--- src/rtl/cache_ctrl.sv ---
// cache_ctrl: sequencing controller for a 2-way set-associative data cache.
// It classifies CPU requests as read hit, read miss or store, and stalls the
// pipeline while RAM is busy. It drives the RAM request/ack handshake and the
// per-set LRU, generates the refill, update and invalidate strobes, runs the
// whole-cache flush sweep, and keeps saturating hit/miss counters.
//
// Ports:
//   clk, rst_n            clock, synchronous active-low reset
//   cpu_req/we/addr       memory-stage request (load/store, byte address)
//   hit0, hit1            per-way tag match for cpu_addr
//   flush_req             level request to invalidate the whole cache
//   ram_ack               one-cycle completion pulse from RAM
//   stall                 pipeline freeze
//   ram_req/we/addr       RAM access, held stable until ram_ack
//   fill_en/way/set       refill strobe into the cache arrays
//   upd_en/way            store-data update of the hitting way
//   inval_en/set          clear both valid bits of one set
//   flush_done            pulse on the last flush cycle
//   hit_cnt, miss_cnt     saturating read hit/miss counters
//
// state  | meaning
// IDLE   | accept flush or CPU request; read hits served here without stall
// REFILL | read miss: fetch word-aligned line from RAM, fill the victim way
// WRITE  | store write-through to RAM; update the cache only on a store hit
// FLUSH  | invalidate one set per cycle and clear its LRU bit

module cache_ctrl #(
  parameter int SET_BITS = 2,
  parameter int CNT_W    = 16
) (
  input  logic                clk,
  input  logic                rst_n,
  input  logic                cpu_req,
  input  logic                cpu_we,
  input  logic [31:0]         cpu_addr,
  input  logic                hit0,
  input  logic                hit1,
  input  logic                flush_req,
  input  logic                ram_ack,
  output logic                stall,
  output logic                ram_req,
  output logic                ram_we,
  output logic [31:0]         ram_addr,
  output logic                fill_en,
  output logic                fill_way,
  output logic [SET_BITS-1:0] fill_set,
  output logic                upd_en,
  output logic                upd_way,
  output logic                inval_en,
  output logic [SET_BITS-1:0] inval_set,
  output logic                flush_done,
  output logic [CNT_W-1:0]    hit_cnt,
  output logic [CNT_W-1:0]    miss_cnt
);

  localparam int NSETS = 1 << SET_BITS;

  typedef enum logic [1:0] {IDLE, REFILL, WRITE, FLUSH} state_t;

  state_t              state_q, state_d;
  logic [31:0]         addr_q, addr_d;
  logic [SET_BITS-1:0] set_q, set_d;
  logic [SET_BITS-1:0] fcnt_q, fcnt_d;
  logic                way_q, way_d;       // refill victim or store hit way
  logic                hitc_q, hitc_d;     // store captured a hit
  logic [NSETS-1:0]    lru_q, lru_d;
  logic [CNT_W-1:0]    hit_cnt_q, hit_cnt_d;
  logic [CNT_W-1:0]    miss_cnt_q, miss_cnt_d;

  logic [SET_BITS-1:0] req_set;
  logic                any_hit;
  logic                hit_way;

  assign req_set = cpu_addr[SET_BITS+1:2];
  assign any_hit = hit0 | hit1;
  assign hit_way = ~hit0;                  // both hit resolves to way 0

  always_comb begin
    state_d    = state_q;
    addr_d     = addr_q;
    set_d      = set_q;
    fcnt_d     = fcnt_q;
    way_d      = way_q;
    hitc_d     = hitc_q;
    lru_d      = lru_q;
    hit_cnt_d  = hit_cnt_q;
    miss_cnt_d = miss_cnt_q;
    stall      = 1'b0;
    ram_req    = 1'b0;
    ram_we     = 1'b0;
    ram_addr   = addr_q;
    fill_en    = 1'b0;
    fill_way   = way_q;
    fill_set   = set_q;
    upd_en     = 1'b0;
    upd_way    = way_q;
    inval_en   = 1'b0;
    inval_set  = fcnt_q;
    flush_done = 1'b0;

    case (state_q)
      IDLE: begin
        if (flush_req) begin
          stall   = 1'b1;
          fcnt_d  = '0;
          state_d = FLUSH;
        end else if (cpu_req) begin
          if (cpu_we) begin
            stall   = 1'b1;
            addr_d  = cpu_addr;
            set_d   = req_set;
            hitc_d  = any_hit;
            way_d   = hit_way;
            state_d = WRITE;
          end else if (any_hit) begin
            lru_d[req_set] = ~hit_way;
            if (hit_cnt_q != {CNT_W{1'b1}}) hit_cnt_d = hit_cnt_q + 1'b1;
          end else begin
            stall   = 1'b1;
            addr_d  = {cpu_addr[31:2], 2'b00};
            set_d   = req_set;
            way_d   = lru_q[req_set];
            if (miss_cnt_q != {CNT_W{1'b1}}) miss_cnt_d = miss_cnt_q + 1'b1;
            state_d = REFILL;
          end
        end
      end
      REFILL: begin
        stall   = 1'b1;
        ram_req = 1'b1;
        if (ram_ack) begin
          fill_en      = 1'b1;
          lru_d[set_q] = ~way_q;
          state_d      = IDLE;
        end
      end
      WRITE: begin
        stall   = 1'b1;
        ram_req = 1'b1;
        ram_we  = 1'b1;
        if (ram_ack) begin
          upd_en  = hitc_q;
          state_d = IDLE;
        end
      end
      FLUSH: begin
        stall         = 1'b1;
        inval_en      = 1'b1;
        lru_d[fcnt_q] = 1'b0;
        fcnt_d        = fcnt_q + 1'b1;
        if (fcnt_q == SET_BITS'(NSETS - 1)) begin
          flush_done = 1'b1;
          state_d    = IDLE;
        end
      end
      default: state_d = IDLE;
    endcase

    // While reset is asserted nothing may leak out of the comb decode,
    // otherwise an abandoned operation could still strobe the arrays.
    if (!rst_n) begin
      stall      = 1'b0;
      ram_req    = 1'b0;
      ram_we     = 1'b0;
      ram_addr   = '0;
      fill_en    = 1'b0;
      fill_way   = 1'b0;
      fill_set   = '0;
      upd_en     = 1'b0;
      upd_way    = 1'b0;
      inval_en   = 1'b0;
      inval_set  = '0;
      flush_done = 1'b0;
    end
  end

  always_ff @(posedge clk) begin
    if (!rst_n) begin
      state_q    <= IDLE;
      addr_q     <= '0;
      set_q      <= '0;
      fcnt_q     <= '0;
      way_q      <= 1'b0;
      hitc_q     <= 1'b0;
      lru_q      <= '0;
      hit_cnt_q  <= '0;
      miss_cnt_q <= '0;
    end else begin
      state_q    <= state_d;
      addr_q     <= addr_d;
      set_q      <= set_d;
      fcnt_q     <= fcnt_d;
      way_q      <= way_d;
      hitc_q     <= hitc_d;
      lru_q      <= lru_d;
      hit_cnt_q  <= hit_cnt_d;
      miss_cnt_q <= miss_cnt_d;
    end
  end

  assign hit_cnt  = hit_cnt_q;
  assign miss_cnt = miss_cnt_q;

endmodule
--- config.mk ---
export PLATFORM = sky130hd
export DESIGN_NAME = cache_ctrl
export DESIGN_NICKNAME = d
export VERILOG_FILES = /design/src/rtl/cache_ctrl.sv
export SDC_FILE = /design/constraint.sdc
export NUM_CORES = 1
export LEC_CHECK = 0
export ABC_CLOCK_PERIOD_IN_PS = 1850
export BUFFER_PORTS_ARGS = -buffer_cell sky130_fd_sc_hd__buf_2
export CAP_MARGIN = 20
export CORE_MARGIN = 2
export CORE_UTILIZATION = 45
export CTS_CLUSTER_DIAMETER = 200
export CTS_CLUSTER_SIZE = 30
export DETAILED_ROUTE_END_ITERATION = 7
export GPL_TIMING_DRIVEN = 0
export HOLD_SLACK_MARGIN = 0.02
export PLACE_DENSITY = 0.84
export SYNTH_ARGS = -nofsm -noshare
export SYNTH_HDL_FRONTEND = slang
export SYNTH_SLANG_ARGS = --single-unit
export TNS_END_PERCENT = 30
--- constraint.sdc ---
create_clock -name clk -period 1.85 [get_ports clk]
set_input_delay 0.0925 -clock clk [delete_from_list [all_inputs] [get_ports clk]]
set_output_delay 0.0925 -clock clk [all_outputs]
set_load 0.02 [all_outputs]
; Word-level counts from Yosys, hierarchy flattened
; Index checks and enable logic that the tools add are counted.
[totals]
reg_bits = 76
in_bits = 40
output_inout_bits = 77
word_cells = 114
[classes]
addsub = 3
order_cmp = 6
n_eq_ne = 17
n_mux = 56
bitwise = 8
n_reduce_logical = 15
[ops]
columns = cell, n
row1 = 32-bit two-way mux, 3
row2 = "16-bit by 1-bit adder with 16-bit output, second input constant", 2
row3 = "16-bit inequality test, second input constant", 2
row4 = 1-bit two-way mux, 27
row5 = 2-bit two-way mux, 11
row6 = 4-bit two-way mux, 5
row7 = 6-bit AND reduction, 3
row8 = "2-bit inequality test, second input constant", 8
row9 = 4-bit one-hot mux with 3 select lines, 1
row10 = 4-bit AND reduction, 3
row11 = "2-bit by 3-bit < comparator with 1-bit output, second input constant", 3
row12 = 4-bit bitwise mux, 2
row13 = 1-bit demux with 2-bit select, 3
row14 = "2-bit == test, second input constant", 3
row15 = "2-bit by 1-bit greater-or-equal comparator with 1-bit output, second input constant", 3
row16 = 2-bit one-hot mux with 3 select lines, 1
row17 = 1-bit NOT, 5
row18 = 4-bit bitwise AND, 1
row19 = "4-bit inequality test, second input constant", 1
row20 = 4-bit NOT, 1
row21 = 2-bit one-hot mux with 2 select lines, 1
row22 = 1-bit logical AND, 3
row23 = "3-bit inequality test, second input constant", 1
row24 = 3-bit nonzero test, 1
row25 = other kinds (11), 11

; Logic depth before layout (Yosys ltp)
[depth]
ltp_word = 10
mapped_depth = 7
depth_no_buf = 6

; Worst setup path after synthesis
; No wires, ideal clock.
[synth_path]
path_type = reg-to-reg
startpoint = reg miss_cnt_q[0], in the netlist miss_cnt[0]
endpoint = reg miss_cnt_q[11], in the netlist miss_cnt[11]
t_arrival_ns = 1.783
t_required_ns = 1.721
setup_slack_ns = -0.062
stages_incl_launch_ff = 7
synth_period_minus_slack_ns = 1.912
path_cell_list = dfxtp_1 ha_1 nand4_1 nor4b_2 buf_2 nor4_1 mux2i_1
[synth_between]
elab_chain_len = 2
word_cells_on_any_way = 3
[synth_lines]
columns = item, line_no
row1 = from (decl), 68  ; logic [CNT_W-1:0] miss_cnt_q, miss_cnt_d;
row2 = from (signal assigned), 197  ; miss_cnt_q <= miss_cnt_d;
row3 = "parallel branches: the longest is 2 deep, another holds 16-bit by 1-bit adder with 16-bit output", -
; Parallel ways; which one is timed is not known.
; A chain may end at the register's enable or synchronous reset.

; Worst setup path after layout
[layout_path]
startpoint = reg state_q[0]
endpoint = reg hit_cnt_q[11], in the netlist hit_cnt[11]
[layout_between]
elab_chain_len = 2
[layout_lines]
columns = item, line_no
row1 = from (decl), 60  ; state_t state_q, state_d;
row2 = from (signal assigned), 189  ; state_q <= state_d;
row3 = 2-bit zero test, 101  ; case (state_q)
row4 = 6-bit AND reduction (no source line), -
row5 = to (signal assigned), 196  ; hit_cnt_q <= hit_cnt_d;
row6 = to (decl), 67  ; logic [CNT_W-1:0] hit_cnt_q, hit_cnt_d;
; No other way between the ends.

==> impl_metrics.tcl <==
set metrics [dict create \
    status "complete, but fails checks" \
    crit_slowest_cell "or4_4" \
    io_pins 117 \
    grt_usage_pct 25.43 \
    ys_ff_latch 74 \
    place_congestion 0.9443 \
    vias 4497 \
    grt_pass1_wl_um 20190 \
    cts.clk_slew.worst_paths_ns 0.09 \
    drv_cap 0 \
    cts-root-buf "clkbuf_8" \
    synth_area_leader_cell "dfxtp_1" \
    htreeDepth 3 \
    r2r-start "state_q[0]$_SDFFE_PN0P_" \
    r2r-end "hit_cnt[11]$_SDFFE_PN0P_" \
    ys.flop_type "dfxtp_1" \
    clock_sinks 74 \
    row_count 34 \
    worstSetupPathType "reg2reg" \
    timing.critical_path.from "state_q[0]$_SDFFE_PN0P_" \
    rsz0062_at_grt "yes" \
    setup_viol 5 \
    max_freq_mhz 530.6 \
    worstMarginPinSlew_ns 0.7590 \
    drive_above_1_share_pct 27.72 \
    coreArea_um2 8636 \
    crit_chain "inv_4 > ha_4 > and4bb_4 > nand4_1 > buf_6 > or4_4 > a21oi_2" \
    worstPathMaxFanout 8 \
    crit_end "hit_cnt[11]$_SDFFE_PN0P_" \
    power-per-cell-area_nw_per_um2 827.3 \
    ys_async_sr_fraction_pct 0 \
    first_pass_iters 6 \
    synthToLayoutAreaGrowth_pct 38.17 \
    slew_headroom_pct 48.85 \
    period_minus_slack_ns 1.885 \
    finalClockSkew_ns 0.02485 \
    antenna_found_initial 0 \
    critical_path_arrival_ns 2.18 \
    cp_slowest_stage_delay_ns 0.47 \
    yosysTopAreaCellShare_pct 37.35 \
    synthTopCellsByArea "dfxtp_1 37%, nand2_1 8.8%, a21oi_1 8.2%" \
    p_leak_nw 2.280 \
    cts-buffers-inserted 9 \
    setup.worst_path.end_class "register" \
    worst_hold_path_type "in2reg" \
    totalWireLength_um 12890 \
    io_buffers 114 \
    violations "setup timing" \
    vdd_drop_max_v 0.0005742 \
    synth_edf_count 0 \
    die_h_um 97.88 \
    drt-initial-drc-count 345 \
    path_delay_family "simple AND/OR/NAND/NOR gates" \
    grt_max_degree 17 \
    drc 0 \
    hold_viol 0 \
    dp_hpwl_um 8239 \
    path_buf_inv 2 \
    viasPerCell 5.773 \
    drv_slew 0 \
    dieArea_um2 9580 \
    cp_num_cells 7 \
    fp.dieW_um 97.88 \
    start_util_pct 45.93 \
    placedCellCount 725 \
    grt_pass1_vias 4257 \
    insertion_delay_ns 0.37 \
    crit_path_start_kind "register" \
    nets 718 \
    final_cells 779 \
    syn_area_um2 3966 \
    power_mw 4.534 \
    syn_area_per_cell_um2 7.885 \
    r2r_setup_slack_ns -0.03 \
    antenna-diode-count 0 \
    ant_nets 0 \
    worstPathRequired_ns 2.14 \
    yosysSeqAreaShare_pct 37.35 \
    fin_ws_ns -0.03473 \
    wl_per_cell_um 16.54 \
    synth.yosys.warnings 0 \
    overflow 0 \
    synthesis.nets 555 \
    synth_cell_types 53 \
    fin_crit_sh_pct 101.9 \
    cts_tree "built" \
    max-clock-path-buffers 2 \
    synth_cells 503 \
    r2r_cells 7 \
]
worst reg2reg max path: stages, from the launching register on:
cell and delay [ns]:
dfxtp_4 0.37, inv_4 0.07, ha_4 0.14, and4bb_4 0.33, nand4_1 0.15, buf_6 0.17, or4_4 0.48, a21oi_2 0.12
logic make-up (layout without fill, tap and decap cells):
kind of cell	Yosys count	after routing	synth area share (%)
compound gates	118	118	17.92
fa+ha+maj	12	12	3.785
buf+inv	50	218	5.110
flops	74	74	37.35
mux	14	14	3.848
simple gates	235	235	31.99
routing by layer:
metal	vias to the layer above	GRT usage, %	wire (um)
met4	0	11.00	443
met3	50	6.013	945
met5	-	0	0
met1	2093	30.34	5140
li1	2112	-	-
met2	242	43.62	6356
cells in the mapped netlist (2+ instances only):
cell / instances
o21ai_1: 6
and4_1: 3
a22oi_1: 2
o211ai_1: 2
nor2_1: 12
or3_1: 5
nor2b_1: 4
o21ai_0: 8
ha_1: 12
clkbuf_1: 24
inv_1: 18
nand2b_1: 11
nand3b_1: 2
o21bai_1: 2
mux2i_1: 13
nand3_1: 12
buf_4: 3
nor4b_1: 2
nand2_1: 93
or4_1: 13
or3b_1: 5
buf_2: 3
nand4_1: 10
nor3_1: 4
a31oi_1: 2
nor4_1: 8
and2_1: 37
a221oi_1: 2
and3_1: 7
dfxtp_1: 74
a311oi_1: 3
o31ai_1: 16
a21oi_1: 65
flip-flops by register name, summed over array words and instances (netlist names), named ones only:
name,count
addr_q,32
fcnt_q,2
hit_cnt,16
hitc_q,1
miss_cnt,16
state_q,2
way_q,1
per-stage QoR:
step                utilization (%)  setup TNS, ns  area, um2  hold WS (ns)  setup slack, ns
finish                        63.46        -0.1139       5480       0.09346         -0.03473
global route                  63.46        -0.9261       5480        0.1022          -0.1088
CTS                           61.43       -0.06441       5305       0.08080         -0.02684
detailed placement            54.33         -11.58       4692        0.3406          -0.3249
global placement              54.33         -6.568       4692        0.3330          -0.2491
floorplan                         -       -0.05048       3986        0.2285         -0.02992
cell usage in the layout (no fill, tap or decap), types with 13 or more instances in the layout:
master,count
clkbuf_1,14
mux2i_1,13
a21oi_1,61
dfxtp_1,72
dlygate4sd3_1,30
o31ai_1,16
inv_1,16
buf_2,115
nand2_1,91
and2_1,37
how the worst min path moves through the flow:
stage / start / to / cells after the start
2_1_floorplan: cpu_addr[10] / addr_q[10]$_SDFFE_PN0P_ / 2
3_3_place_gp: cpu_addr[22] / addr_q[22]$_SDFFE_PN0P_ / 3
3_5_place_dp: cpu_addr[26] / addr_q[26]$_SDFFE_PN0P_ / 3
4_1_cts: rst_n / miss_cnt[9]$_SDFFE_PN0P_ / 3
5_1_grt: rst_n / miss_cnt[15]$_SDFFE_PN0P_ / 3
6_report: rst_n / miss_cnt[9]$_SDFFE_PN0P_ / 3
power by group:
part           internal, mW  switching (mW)  leakage [nW]
logic                 0.533           0.774          1.57
clock network         0.667           0.736         0.111
registers              1.72           0.103         0.600
total                  2.92            1.61          2.28
cell type report:
class                           instances  area [um2]
Tap cell                              108       135.1
Sequential cell                        74        1486
Multi-Input combinational cell        379        2465
Timing Repair Buffer                  153       939.7
Clock inverter                          7       90.09
Inverter                               19       76.32
Clock buffer                            9       123.9
Buffer                                 30       163.9
Fill cell                             710        3156
what timing repair did:
item	4_1_cts	5_1_grt
gates resized for setup	17	40
hold buffers	30	0
setup buffers	4	4
setup endpoints to repair	59	63
gates cloned	1	0
hold endpoints to repair	30	0
pin swaps	4	14
Power figures use the tool's default switching activity.
